===== src/rtl/uc_multiciclo_pkg.sv =====
// Shared definitions for the multicycle control unit.
//  - opcode values for the instruction set
//  - FSM state encoding
//  - select-table helper mapping an opcode to {sinal, sinalMux1, sinalMux2}
package uc_multiciclo_pkg;

  localparam int unsigned OP_HALT  = 0;
  localparam int unsigned OP_LOAD  = 1;
  localparam int unsigned OP_STORE = 2;
  localparam int unsigned OP_ADD   = 3;
  localparam int unsigned OP_SUB   = 4;
  localparam int unsigned OP_ADDI  = 5;
  localparam int unsigned OP_SUBI  = 6;

  typedef enum logic [2:0] {
    StIdle,
    StFetch,
    StDecode,
    StExec,
    StMem,
    StWb,
    StHalt,
    StErr
  } state_t;

  // Returns {sinal, sinalMux1, sinalMux2}. STORE ignores the writeback mux, so it is left at 0.
  function automatic logic [2:0] sel_for(int unsigned opc);
    logic [2:0] sel;
    case (opc)
      OP_ADD:  sel = 3'b011;
      OP_SUB:  sel = 3'b111;
      OP_ADDI: sel = 3'b001;
      OP_SUBI: sel = 3'b101;
      default: sel = 3'b000;
    endcase
    return sel;
  endfunction

endpackage


===== src/rtl/uc_multiciclo.sv =====
// Multicycle control unit: sequences fetch/decode/execute/memory/writeback and drives the
// datapath enables and selects. Owns the PC and a retired-instruction counter.
// Ports:
//  clk, reset       clock (rising edge), asynchronous active-high reset
//  start            leaves IDLE; ignored in every other state
//  op               opcode from the IR, captured in DECODE
//  pc               current program counter
//  weIR/weReg/weMem IR load, register write, data-memory write enables
//  sinal            adder mode (0 add, 1 subtract)
//  sinalMux1        0 immediate, 1 Rb
//  sinalMux2        0 memory dout, 1 adder result
//  busy/halted/err  status flags (err is sticky until reset)
//  retired          completed-instruction count, wraps
module uc_multiciclo
  import uc_multiciclo_pkg::*;
#(
  parameter int unsigned DATA_W   = 64,
  parameter int unsigned OP_W     = 4,
  parameter int unsigned MEM_LAT  = 1,
  parameter int unsigned PC_STEP  = 1,
  parameter int unsigned RESET_PC = 0,
  parameter int unsigned CNT_W    = 32
) (
  input  logic              clk,
  input  logic              reset,
  input  logic              start,
  input  logic [OP_W-1:0]   op,
  output logic [DATA_W-1:0] pc,
  output logic              weIR,
  output logic              weReg,
  output logic              weMem,
  output logic              sinal,
  output logic              sinalMux1,
  output logic              sinalMux2,
  output logic              busy,
  output logic              halted,
  output logic              err,
  output logic [CNT_W-1:0]  retired
);

  localparam int unsigned WAIT_W = (MEM_LAT > 1) ? $clog2(MEM_LAT) : 1;

  state_t              state_q, state_d;
  logic [OP_W-1:0]     op_q, op_d;
  logic [WAIT_W-1:0]   wait_q, wait_d;
  logic [DATA_W-1:0]   pc_q, pc_d;
  logic [CNT_W-1:0]    retired_q, retired_d;
  logic                retire;
  logic                is_load, is_store;

  assign is_load  = (32'(op_q) == OP_LOAD);
  assign is_store = (32'(op_q) == OP_STORE);

  always_ff @(posedge clk or posedge reset) begin
    if (reset) begin
      state_q   <= StIdle;
      op_q      <= '0;
      wait_q    <= '0;
      pc_q      <= DATA_W'(RESET_PC);
      retired_q <= '0;
    end else begin
      state_q   <= state_d;
      op_q      <= op_d;
      wait_q    <= wait_d;
      pc_q      <= pc_d;
      retired_q <= retired_d;
    end
  end

  always_comb begin
    state_d = state_q;
    op_d    = op_q;
    wait_d  = wait_q;
    retire  = 1'b0;
    unique case (state_q)
      StIdle:   if (start) state_d = StFetch;
      StFetch:  state_d = StDecode;
      StDecode: begin
        op_d = op;
        if (32'(op) == OP_HALT)     state_d = StHalt;
        else if (32'(op) > OP_SUBI) state_d = StErr;
        else                        state_d = StExec;
      end
      StExec:   state_d = (is_load || is_store) ? StMem : StWb;
      StMem: begin
        if (is_store) begin
          retire  = 1'b1;
          state_d = StFetch;
        end else if (wait_q == WAIT_W'(MEM_LAT - 1)) begin
          // Read data is valid on the last wait cycle; writeback follows.
          wait_d  = '0;
          state_d = StWb;
        end else begin
          wait_d = wait_q + 1'b1;
        end
      end
      StWb: begin
        retire  = 1'b1;
        state_d = StFetch;
      end
      StHalt, StErr: state_d = state_q;
    endcase
    pc_d      = retire ? pc_q + DATA_W'(PC_STEP) : pc_q;
    retired_d = retire ? retired_q + 1'b1 : retired_q;
  end

  always_comb begin
    weIR      = 1'b0;
    weReg     = 1'b0;
    weMem     = 1'b0;
    sinal     = 1'b0;
    sinalMux1 = 1'b0;
    sinalMux2 = 1'b0;
    unique case (state_q)
      StFetch: weIR = 1'b1;
      StExec, StMem, StWb: begin
        {sinal, sinalMux1, sinalMux2} = sel_for(32'(op_q));
        weMem = (state_q == StMem) && is_store;
        weReg = (state_q == StWb);
      end
      default: ;
    endcase
    busy   = !(state_q inside {StIdle, StHalt, StErr});
    halted = (state_q == StHalt);
    err    = (state_q == StErr);
  end

  assign pc      = pc_q;
  assign retired = retired_q;

endmodule


===== config.mk =====
export PLATFORM = sky130hd
export DESIGN_NAME = uc_multiciclo
export DESIGN_NICKNAME = d
export VERILOG_FILES = /design/src/rtl/uc_multiciclo_pkg.sv /design/src/rtl/uc_multiciclo.sv
export SDC_FILE = /design/constraint.sdc
export NUM_CORES = 1
export LEC_CHECK = 0
export ABC_AREA = 0
export CAP_MARGIN = 40
export CORE_ASPECT_RATIO = 0.6
export CORE_MARGIN = 5
export CORE_UTILIZATION = 51
export CTS_CLUSTER_SIZE = 25
export DETAILED_ROUTE_END_ITERATION = 16
export PLACE_DENSITY_LB_ADDON = 0.12
export SETUP_SLACK_MARGIN = 0.4
export SYNTH_ARGS = -nofsm -noshare
export SYNTH_HDL_FRONTEND = slang
export SYNTH_SLANG_ARGS = --single-unit

===== constraint.sdc =====
create_clock -name clk -period 4.45 [get_ports clk]
set_input_delay 1.1125 -clock clk [delete_from_list [all_inputs] [get_ports clk]]
set_output_delay 1.1125 -clock clk [all_outputs]
set_load 0.03 [all_outputs]

* Word-level counts from Yosys, hierarchy flattened
Cells that the tools add are included.
** Storage, ports and cells
- Register bits :: 104
- Input port bits :: 7
- Word-level logic and storage cells :: 53
- Output and inout port bits :: 105
** Operators by class
- Reductions and logical operators :: 10
- Bitwise operators :: 2
- Order comparisons :: 1
- Eq/ne operators :: 15
- Add/subtract/negate cells :: 3
- Multiplexer cells :: 17
** Operators by type and width (count)
- adder 64 x 1 -> 64 bit (second input constant) :: 1
- adder 32 x 1 -> 32 bit (second input constant) :: 1
- one-hot mux 3 bit (6 select lines) :: 1
- two-way mux 3 bit :: 5
- == test 3 bit (second input constant) :: 4
- == test 4 x 3 -> 1 bit (second input constant) :: 3
- one-hot mux 3 bit (4 select lines) :: 1
- two-way mux 1 bit :: 9
- == test 4 x 2 -> 1 bit (second input constant) :: 2
- == test 3 x 2 -> 1 bit (second input constant) :: 2
- == test 4 x 1 -> 1 bit (second input constant) :: 1
- greater-than comparator 4 x 3 -> 1 bit (second input constant) :: 1
- logical NOT 4 bit :: 1
- == test 3 x 1 -> 1 bit (second input constant) :: 1
- logical NOT 3 bit :: 1
- inequality test 3 bit (second input constant) :: 1
- AND reduction 3 bit :: 1
- nonzero test 3 bit :: 1
- OR reduction 3 bit :: 1
- inequality test 2 bit (second input constant) :: 1
- NOT 1 bit :: 2
- one-hot mux 1 bit (2 select lines) :: 1
- AND reduction 2 bit :: 1
- OR reduction 2 bit :: 1
- 4 further kinds :: 4

* Longest topological paths before layout
Gate-level depths: netlist of the first run.
- Depth in word-level cells :: 4
- Gate-level depth with buffers :: 7
- Depth with buffers taken out :: 6

* Least setup slack after synthesis of the first run
Ideal clock, no wire load.
- Path type :: reg-to-output
- Start point :: register op_q[0]
- End point :: output port weMem
- Cell stages (with the launch flop) :: 3
- Arrival time :: 1698 ps
- Slack :: 1640 ps
- Path through :: dfrtp_1 -> or4b_4 -> nor3_1
** On the way
- Word-level cells in the longest chain between the ends :: 3
** Ends and longest elaborated chain
- start, declared :: RTL line uc_multiciclo.sv:44 : logic [OP_W-1:0] op_q, op_d;
- start signal, assigned :: RTL line uc_multiciclo.sv:63 : op_q <= op_d;
- == test 4 x 2 -> 1 bit :: RTL line uc_multiciclo.sv:52 : assign is_store = (32'(op_q) == OP_STORE);
- logical AND 1 bit :: RTL line uc_multiciclo.sv:118 : weMem = (state_q == StMem) && is_store;
- two-way mux 1 bit :: RTL line uc_multiciclo.sv:114 : unique case (state_q)
- end, declared :: RTL line uc_multiciclo.sv:31 : output logic weMem,
Every way passes these cells.

* Worst setup path after layout of the first run
Ends and elaborated chain as after synthesis.

==> impl_metrics.toml, run 1 <==
[placement]
post_dp_cell_area_um2 = 6280
place_congestion = 0.878
place_hpwl_um = 9280
port_buffers = 111

[critical_path]
critPathMaxFanout = 7
cp_data_required_time_ps = 3340
timing.rr.start = "op_q[0]$_DFFE_PP0P_"
setup.worst_path.start_class = "flop"
crit_type = "flop to output pin"
critPathCaptureType = "output pin"
worstSetupStartpoint = "op_q[0]$_DFFE_PP0P_"
worstPathArrival_ps = 2400

[min_path]
hp-start = "retired[31]$_DFFE_PP0P_"
hold_class = "flop to flop"

[logic_synthesis]
synth.top_cell.area_share = 0.516
synth_top_area_cell = "dfrtp_1"
yosysUniqueCellTypes = 41
synth.area.top_cells = "dfrtp_1, xnor2_1, xor2_1"
yosysWarnings = 0
ys_seq_area_frac = 0.516
synth_edf_count = 0
synth_fp_nets = 474
synthCells = 465
syn_avg_cell_area_um2 = 10.7
synthArstFlopShare = 1.00
ys_ff_latch = 103
netlist_area_um2 = 4990
ys.flop_type = "dfrtp_1"

[detailed_routing]
drtAntennaViolNets = 0
routedWlPerCell_um = 17.0
num_vias = 3985
drt-pass1-iter-count = 5
remaining_drc_errors = 0
first_iter_violations = 276
wl_um = 12300
via_per_inst = 5.50

[floorplanning]
rows = 28
die-width_um = 138
die-height_um = 86.6
start_util = 0.514
die_area_um2 = 11900
fp.coreArea_um2 = 9700
pin_count = 112

[clock_network]
cts_made_buffers = 9
clockBufferDepth = 2
cts_sinks = 103
cts_setup_buffers = 0
ctsResizeCount = 0
h-tree-depth = 3
clk_pin_slew_ps = 70
ctsRootBufferMaster = "clkbuf_16"
postCtsHoldBufs = 0
worstSkewPairLatency_ps = 340
cts_tree = "yes"

[grt]
grt_pass1_wl_um = 20100
grt_max_degree = 62
overflow = 0
antenna_found_initial = 0
grtUsageTotal = 0.217
grt_pass1_vias = 3822

[pwr]
power_density_nw_per_um2 = 394
comb_power_share = 0.241
clkPwrFrac = 0.318
intPower_w = 0.00177
p_switching_w = 0.000831
sequentialPowerShare = 0.441
swShare = 0.320
p_leak_nw = 2.73
ir_worst_vdd_mv = 0.436

[sta]
fin_tns_setup_ps = 0
whs_ps = 484
setup_viol = 0
max_slew_margin = 0.441
fin_crit_ps = 3510
fin_skew_ps = 5.55
finalHoldViolations = 0
tightest_slew_ps = 837
post-route-period-util = 0.789
fmax_mhz = 285
drv_slew = 0
rsz0062_at_grt = "no"

[final_layout]
layout_commonest_cell = "clkdlybuf4s50_1"
fin_util = 0.680
area_growth_pct = 32.2
mostFrequentLayoutCells = "clkdlybuf4s50_1, dfrtp_1, xnor2_1"
n_antenna_cell = 0
stdcell_area_um2 = 6600
drive_gt1_frac = 0.0730
n_fill_cell = 755
final_nets = 593

[run_status]
status = "complete, no violations"

[flow_run]
maxCapViolCount = 0
stage by stage:
step	power (W)	worst slack (ps)	instances
3_3_place_gp	0.00177	1350	707
4_1_cts	0.00262	936	724
3_5_place_dp	0.00179	1330	708
6_report	0.00260	941	724
2_1_floorplan	0.00155	634	465
5_1_grt	0.00272	867	724
flip-flops by register name, summed over array words and instances (netlist names):
register,cells
retired,32
op_q,4
pc,64
state_q,3
synthesized netlist by cell type (5+ instances only):
library cell  instances
and3_1               14
nand3_1              41
and4_1               12
clkbuf_1              5
nand2_1              44
or4_1                 6
xor2_1               25
dfrtp_1             103
nor3_1               14
nor4_1                5
xnor2_1              72
nor2_1               28
inv_1                10
nand4_1              31
nor3_2                6
final cells by class:
class	instances	area, um2	share of cell area
Tap cell	135	169	0.0256
Clock inverter	4	51.3	0.00777
Timing Repair Buffer	114	1140	0.173
Sequential cell	103	2580	0.391
Multi-Input combinational cell	346	2350	0.356
Clock buffer	12	267	0.0404
Inverter	10	40.0	0.00607
cells by family (layout without fill, tap and decap cells):
group                    count (synthesis)  count (layout)  synth area share
AO/OA/AOI/OAI                           13              13            0.0165
multiplexers                             4               4           0.00902
adder cells (fa/ha/maj)                  2               2           0.00501
buffers and inverters                   16             140            0.0123
XOR/XNOR                                97              97             0.170
AND/OR/NAND/NOR                        230             230             0.270
flip-flops                             103             103             0.516
path summary, 6_finish.rpt:
check,endpoint,slack (ps),depth (start not counted)
max,weMem,940,3
min,retired[31]$_DFFE_PP0P_,480,1
max reg2reg,pc[58]$_DFFE_PP0P_,1830,5
min reg2reg,retired[31]$_DFFE_PP0P_,480,1
max in group asynchronous,pc[2]$_DFFE_PP0P_,2500,3
min in group asynchronous,pc[35]$_DFFE_PP0P_,1270,2
worst max-delay path, stage by stage (launching register included):
cell and delay (ps):
dfrtp_1 460, or4b_4 600, nor3_1 270, clkdlybuf4s50_1 730
routing by layer:
layer  up-vias  part of all wire  global-route usage
met4         0            0.0070              0.0439
li1       1900                 -                   -
met2       145              0.41               0.292
met5         -                 0                   0
met1      1929              0.51               0.347
met3        11             0.074              0.0586
power groups by stage:
stage | Clock (W) | Combinational [W] | Sequential [W]
after detailed placement | 0 | 0.000629 | 0.00116
after global routing | 0.000880 | 0.000678 | 0.00116
final | 0.000827 | 0.000627 | 0.00115
after CTS | 0.000842 | 0.000633 | 0.00114
after floorplan | 0 | 0.000348 | 0.00120
after global placement | 0 | 0.000623 | 0.00115
Note: power is estimated with default switching activity, not from simulation.
==> inputs of run 2 (changes only) <==
- CORE_UTILIZATION: 51 -> 46
- clock period: 4.45 -> 3.1 ns (I/O delays scaled with it)
==> run 2 against run 1 <==
First-iteration DRC count increased by 32%. Critical path type unchanged. Global-route usage decreased by 2.4 points. Largest power group unchanged. Count of clock-buffer cells in the layout is 2 lower. Critical endpoint unchanged.
==> impl_metrics.toml, run 2 (synthesis gave the netlist of run 1 again) <==
[run_status]
status = "complete, no violations"

[detailed_routing]
drtAntennaViolNets = 0
routedWlPerCell_um = 16.9
drt-pass1-iter-count = 5
via_per_inst = 5.38
wl_um = 12300
num_vias = 3924
remaining_drc_errors = 0
first_iter_violations = 364

[grt]
grt_pass1_vias = 3813
grt_max_degree = 104
antenna_found_initial = 0
grt_pass1_wl_um = 20300
grtUsageTotal = 0.193
overflow = 0

[critical_path]
worstPathArrival_ps = 1840
crit_type = "flop to output pin"
critPathMaxStageDelay_ps = 590
critPathMaxFanout = 7
slowest_stage = "or4b_4"
critPathCaptureType = "output pin"
path_cells = "or4b_4, nor3_2, buf_2"
setup.worst_path.start_class = "flop"
cp_data_required_time_ps = 2320

[floorplanning]
pin_count = 112
fp.coreArea_um2 = 10600
rows = 29
die_area_um2 = 13100
start_util = 0.471
die-height_um = 90.7
die-width_um = 144

[pwr]
power_density_nw_per_um2 = 554
ir_worst_vdd_mv = 0.466
p_leak_nw = 2.75

[final_layout]
drive_gt1_frac = 0.0898
largest_reg_flops = 64
stdcell_count = 729
area_growth_pct = 32.3
final_nets = 594
n_antenna_cell = 0
mostFrequentLayoutCells = "clkdlybuf4s50_1, dfrtp_1, xnor2_1"
layout_commonest_cell = "clkdlybuf4s50_1"
n_fill_cell = 837

[flow_run]
maxCapViolCount = 0

[clock_network]
clk_pin_slew_ps = 70
cts_made_buffers = 9
cts_setup_buffers = 0
h-tree-depth = 3
cts_sinks = 103
cts_tree = "yes"
ctsRootBufferMaster = "clkbuf_16"
worstSkewPairLatency_ps = 340
clockBufferDepth = 2

[sta]
fin_tns_setup_ps = 0
finalHoldViolations = 0
tightest_slew_ps = 804
fmax_mhz = 382
fin_skew_ps = 6.97
whs_ps = 477
setup_viol = 0
rsz0062_at_grt = "no"
drv_slew = 0
fin_crit_ps = 2620
post-route-period-util = 0.845
max_slew_margin = 0.460

[placement]
place_hpwl_um = 9100
place_congestion = 0.845
placed_cells = 713
port_buffers = 111

[min_path]
hold_class = "flop to flop"
==> run 2: worst paths after layout <==
| kind | startpoint | to | cells after the start | slack [ps] |
|---|---|---|---|---|
| hold reg to reg | pc[63]$_DFFE_PP0P_ | pc[63]$_DFFE_PP0P_ | 1 | 480 |
| setup / recovery | op_q[0]$_DFFE_PP0P_ | weMem | 3 | 480 |
| min in group asynchronous | reset | pc[16]$_DFFE_PP0P_ | 3 | 940 |
| max in group asynchronous | reset | state_q[1]$_DFFE_PP0P_ | 3 | 1720 |
| setup reg to reg | op_q[0]$_DFFE_PP0P_ | pc[58]$_DFFE_PP0P_ | 5 | 560 |
| hold / removal | pc[63]$_DFFE_PP0P_ | pc[63]$_DFFE_PP0P_ | 1 | 480 |
==> run 2: power breakdown <==
part           total, W  leakage (nW)  switching [W]  internal (W)
registers       0.00166          1.41       0.000196       0.00146
clock network   0.00110         0.137       0.000519      0.000579
logic          0.000905          1.20       0.000524      0.000381
total           0.00366          2.75        0.00124       0.00242
==> run 2: final cells by class <==
type | count | area (um2) | share of cell area
multi-input cells | 346 | 2360 | 0.358
inverters | 10 | 41.3 | 0.00625
flip-flops and latches | 103 | 2580 | 0.391
clock inverters | 6 | 50.0 | 0.00758
clock buffers | 10 | 239 | 0.0362
well taps | 139 | 174 | 0.0263
repair buffers | 115 | 1150 | 0.175
==> run 2: critical path, delay by kind of cell (launching register included) <==
kind          cells  cell delay [ps]
buf+inv           1              230
simple gates      2              810
flops             1              460
==> run 2: routing by layer <==
metal  part of all wire  track usage  vias up  wire length [um]
li1                   -            -     1890                 -
met1               0.50        0.312     1905              6180
met2               0.42        0.260      119              5160
met3              0.071       0.0481       10               873
met4             0.0086       0.0357        0               106
met5                  0            0        -                 0
==> run 2: stage by stage <==
stage          instance area [um2]  utilization  setup WS (ps)  total power (W)
3_5_place_dp                  6300        0.594            313          0.00258
5_1_grt                       6600        0.623            399          0.00384
3_3_place_gp                  6300        0.594            327          0.00256
2_1_floorplan                 4990            -            627          0.00222
4_1_cts                       6580        0.621            404          0.00368
6_report                      6600        0.623            481          0.00366
==> run 2: timing repair <==
action / CTS / global route
endpoints found under the setup margin: 6 / 6
hold buffers: 0 / 0
endpoints found under the hold margin: 0 / 0
resized for setup: 17 / 7
==> inputs of run 3 (changes only) <==
- CORE_UTILIZATION: 46 -> 51
- clock period: 3.1 -> 2.7 ns (I/O delays scaled with it)
==> run 3 against run 2 <==
Global-route usage grew 3.1 points. Via count grew 5.7%. Critical endpoint unchanged. Largest power group unchanged. Count of clock-buffer cells in the layout grew 1. Die area shrank 8.9%.
==> impl_metrics.toml, run 3 (synthesis gave the netlist of run 1 again) <==
[detailed_routing]
wl_um = 13200
via_per_inst = 5.54
remaining_drc_errors = 0
num_vias = 4149
first_iter_violations = 279
routedWlPerCell_um = 17.6
drtAntennaViolNets = 0
drt-pass1-iter-count = 5

[critical_path]
setup.worst_path.start_class = "flop"
timing.rr.start = "pc[17]$_DFFE_PP0P_"
critPathCaptureType = "output pin"
cp_data_required_time_ps = 2030
worstPathArrival_ps = 1620
rr_endpoint = "pc[49]$_DFFE_PP0P_"
critPathMaxFanout = 4
r2r_setup_slack_ps = 430
reg2reg_depth = 5
crit_type = "flop to output pin"

[floorplanning]
pin_count = 112
die-width_um = 138
rows = 28
fp.coreArea_um2 = 9700
start_util = 0.514
die-height_um = 86.6
die_area_um2 = 11900

[final_layout]
drive_gt1_frac = 0.158
stdcell_area_um2 = 6920
mostFrequentLayoutCells = "clkdlybuf4s50_1, dfrtp_1, xnor2_1"
largest_reg_flops = 64
fin_util = 0.713
area_growth_pct = 38.7
n_antenna_cell = 0
n_fill_cell = 761
final_nets = 618
layout_commonest_cell = "clkdlybuf4s50_1"

[sta]
fin_skew_ps = 6.47
finalHoldViolations = 0
fin_tns_setup_ps = 0
fmax_mhz = 436
setup_viol = 0
max_slew_margin = 0.571
post-route-period-util = 0.849
fin_crit_ps = 2290
postLayoutSetupSlackWorst_ps = 407
tightest_slew_ps = 638
rsz0062_at_grt = "yes"
drv_slew = 0

[clock_network]
cts_made_buffers = 9
cts_tree = "yes"
clockBufferDepth = 2
ctsRootBufferMaster = "clkbuf_16"
clk_pin_slew_ps = 70
worstSkewPairLatency_ps = 340
cts_sinks = 103
h-tree-depth = 3

[pwr]
ir_worst_vdd_mv = 0.607
p_leak_nw = 3.02
power_density_nw_per_um2 = 643
p_total_w = 0.00445

[placement]
place_congestion = 0.896
port_buffers = 111
post_dp_cell_area_um2 = 6420
place_hpwl_um = 9700
pre_cts_slack_ps = 195

[grt]
grt_max_degree = 41
grt_pass1_wl_um = 21000
antenna_found_initial = 0
grtUsageTotal = 0.225
overflow = 0
grt_pass1_vias = 3930

[min_path]
min_delay_worst_endpoint = "pc[63]$_DFFE_PP0P_"
hold_class = "flop to flop"
hold_depth = 1
hp-start = "pc[63]$_DFFE_PP0P_"

[flow_run]
maxCapViolCount = 0

[run_status]
status = "complete, no violations"
==> run 3: power breakdown <==
group          internal (W)  leakage (nW)  switching, W
Sequential          0.00168          1.39      0.000148
Combinational      0.000491          1.48      0.000719
Clock              0.000840         0.156      0.000576
Total               0.00301          3.02       0.00144
==> run 3: what timing repair did <==
item,in CTS,in global routing
gates resized for setup,36,29
hold buffers,0,0
setup buffers,1,9
endpoints found under the setup margin,33,43
pin swaps,2,7
==> run 3: area by class of cell <==
type                            count  area [um2]  area share
Timing Repair Buffer              139        1330       0.192
Tap cell                          135         169      0.0244
Clock inverter                      5        81.3      0.0118
Inverter                           10        41.3     0.00597
Clock buffer                       11         243      0.0351
Sequential cell                   103        2590       0.375
Multi-Input combinational cell    346        2460       0.356
==> run 3: critical path, stage by stage (launching register included) <==
cell and delay [ps]:
dfrtp_1 390, or4b_4 590, nor3_4 150, buf_6 150
==> run 3: per-stage QoR <==
stage	hold WS, ps	cells
after floorplan	565	465
after global placement	459	723
after detailed placement	462	723
after CTS	475	740
after global routing	483	749
final	468	749
==> run 3: how the worst max path moves through the flow <==
stage | start | endpoint | cells past startpoint
global route | pc[17]$_DFFE_PP0P_ | pc[49]$_DFFE_PP0P_ | 5
floorplan | pc[18]$_DFFE_PP0P_ | pc[53]$_DFFE_PP0P_ | 5
global placement | op_q[3]$_DFFE_PP0P_ | weMem | 3
CTS | op_q[3]$_DFFE_PP0P_ | weMem | 3
detailed placement | op_q[1]$_DFFE_PP0P_ | weMem | 3
finish | op_q[0]$_DFFE_PP0P_ | weMem | 3
==> run 3: routing by layer <==
metal	global-route usage	vias up	wire, um
li1	-	1932	-
met1	0.351	2066	6450
met2	0.315	142	5650
met3	0.0586	9	974
met4	0.0439	0	78
met5	0	-	0
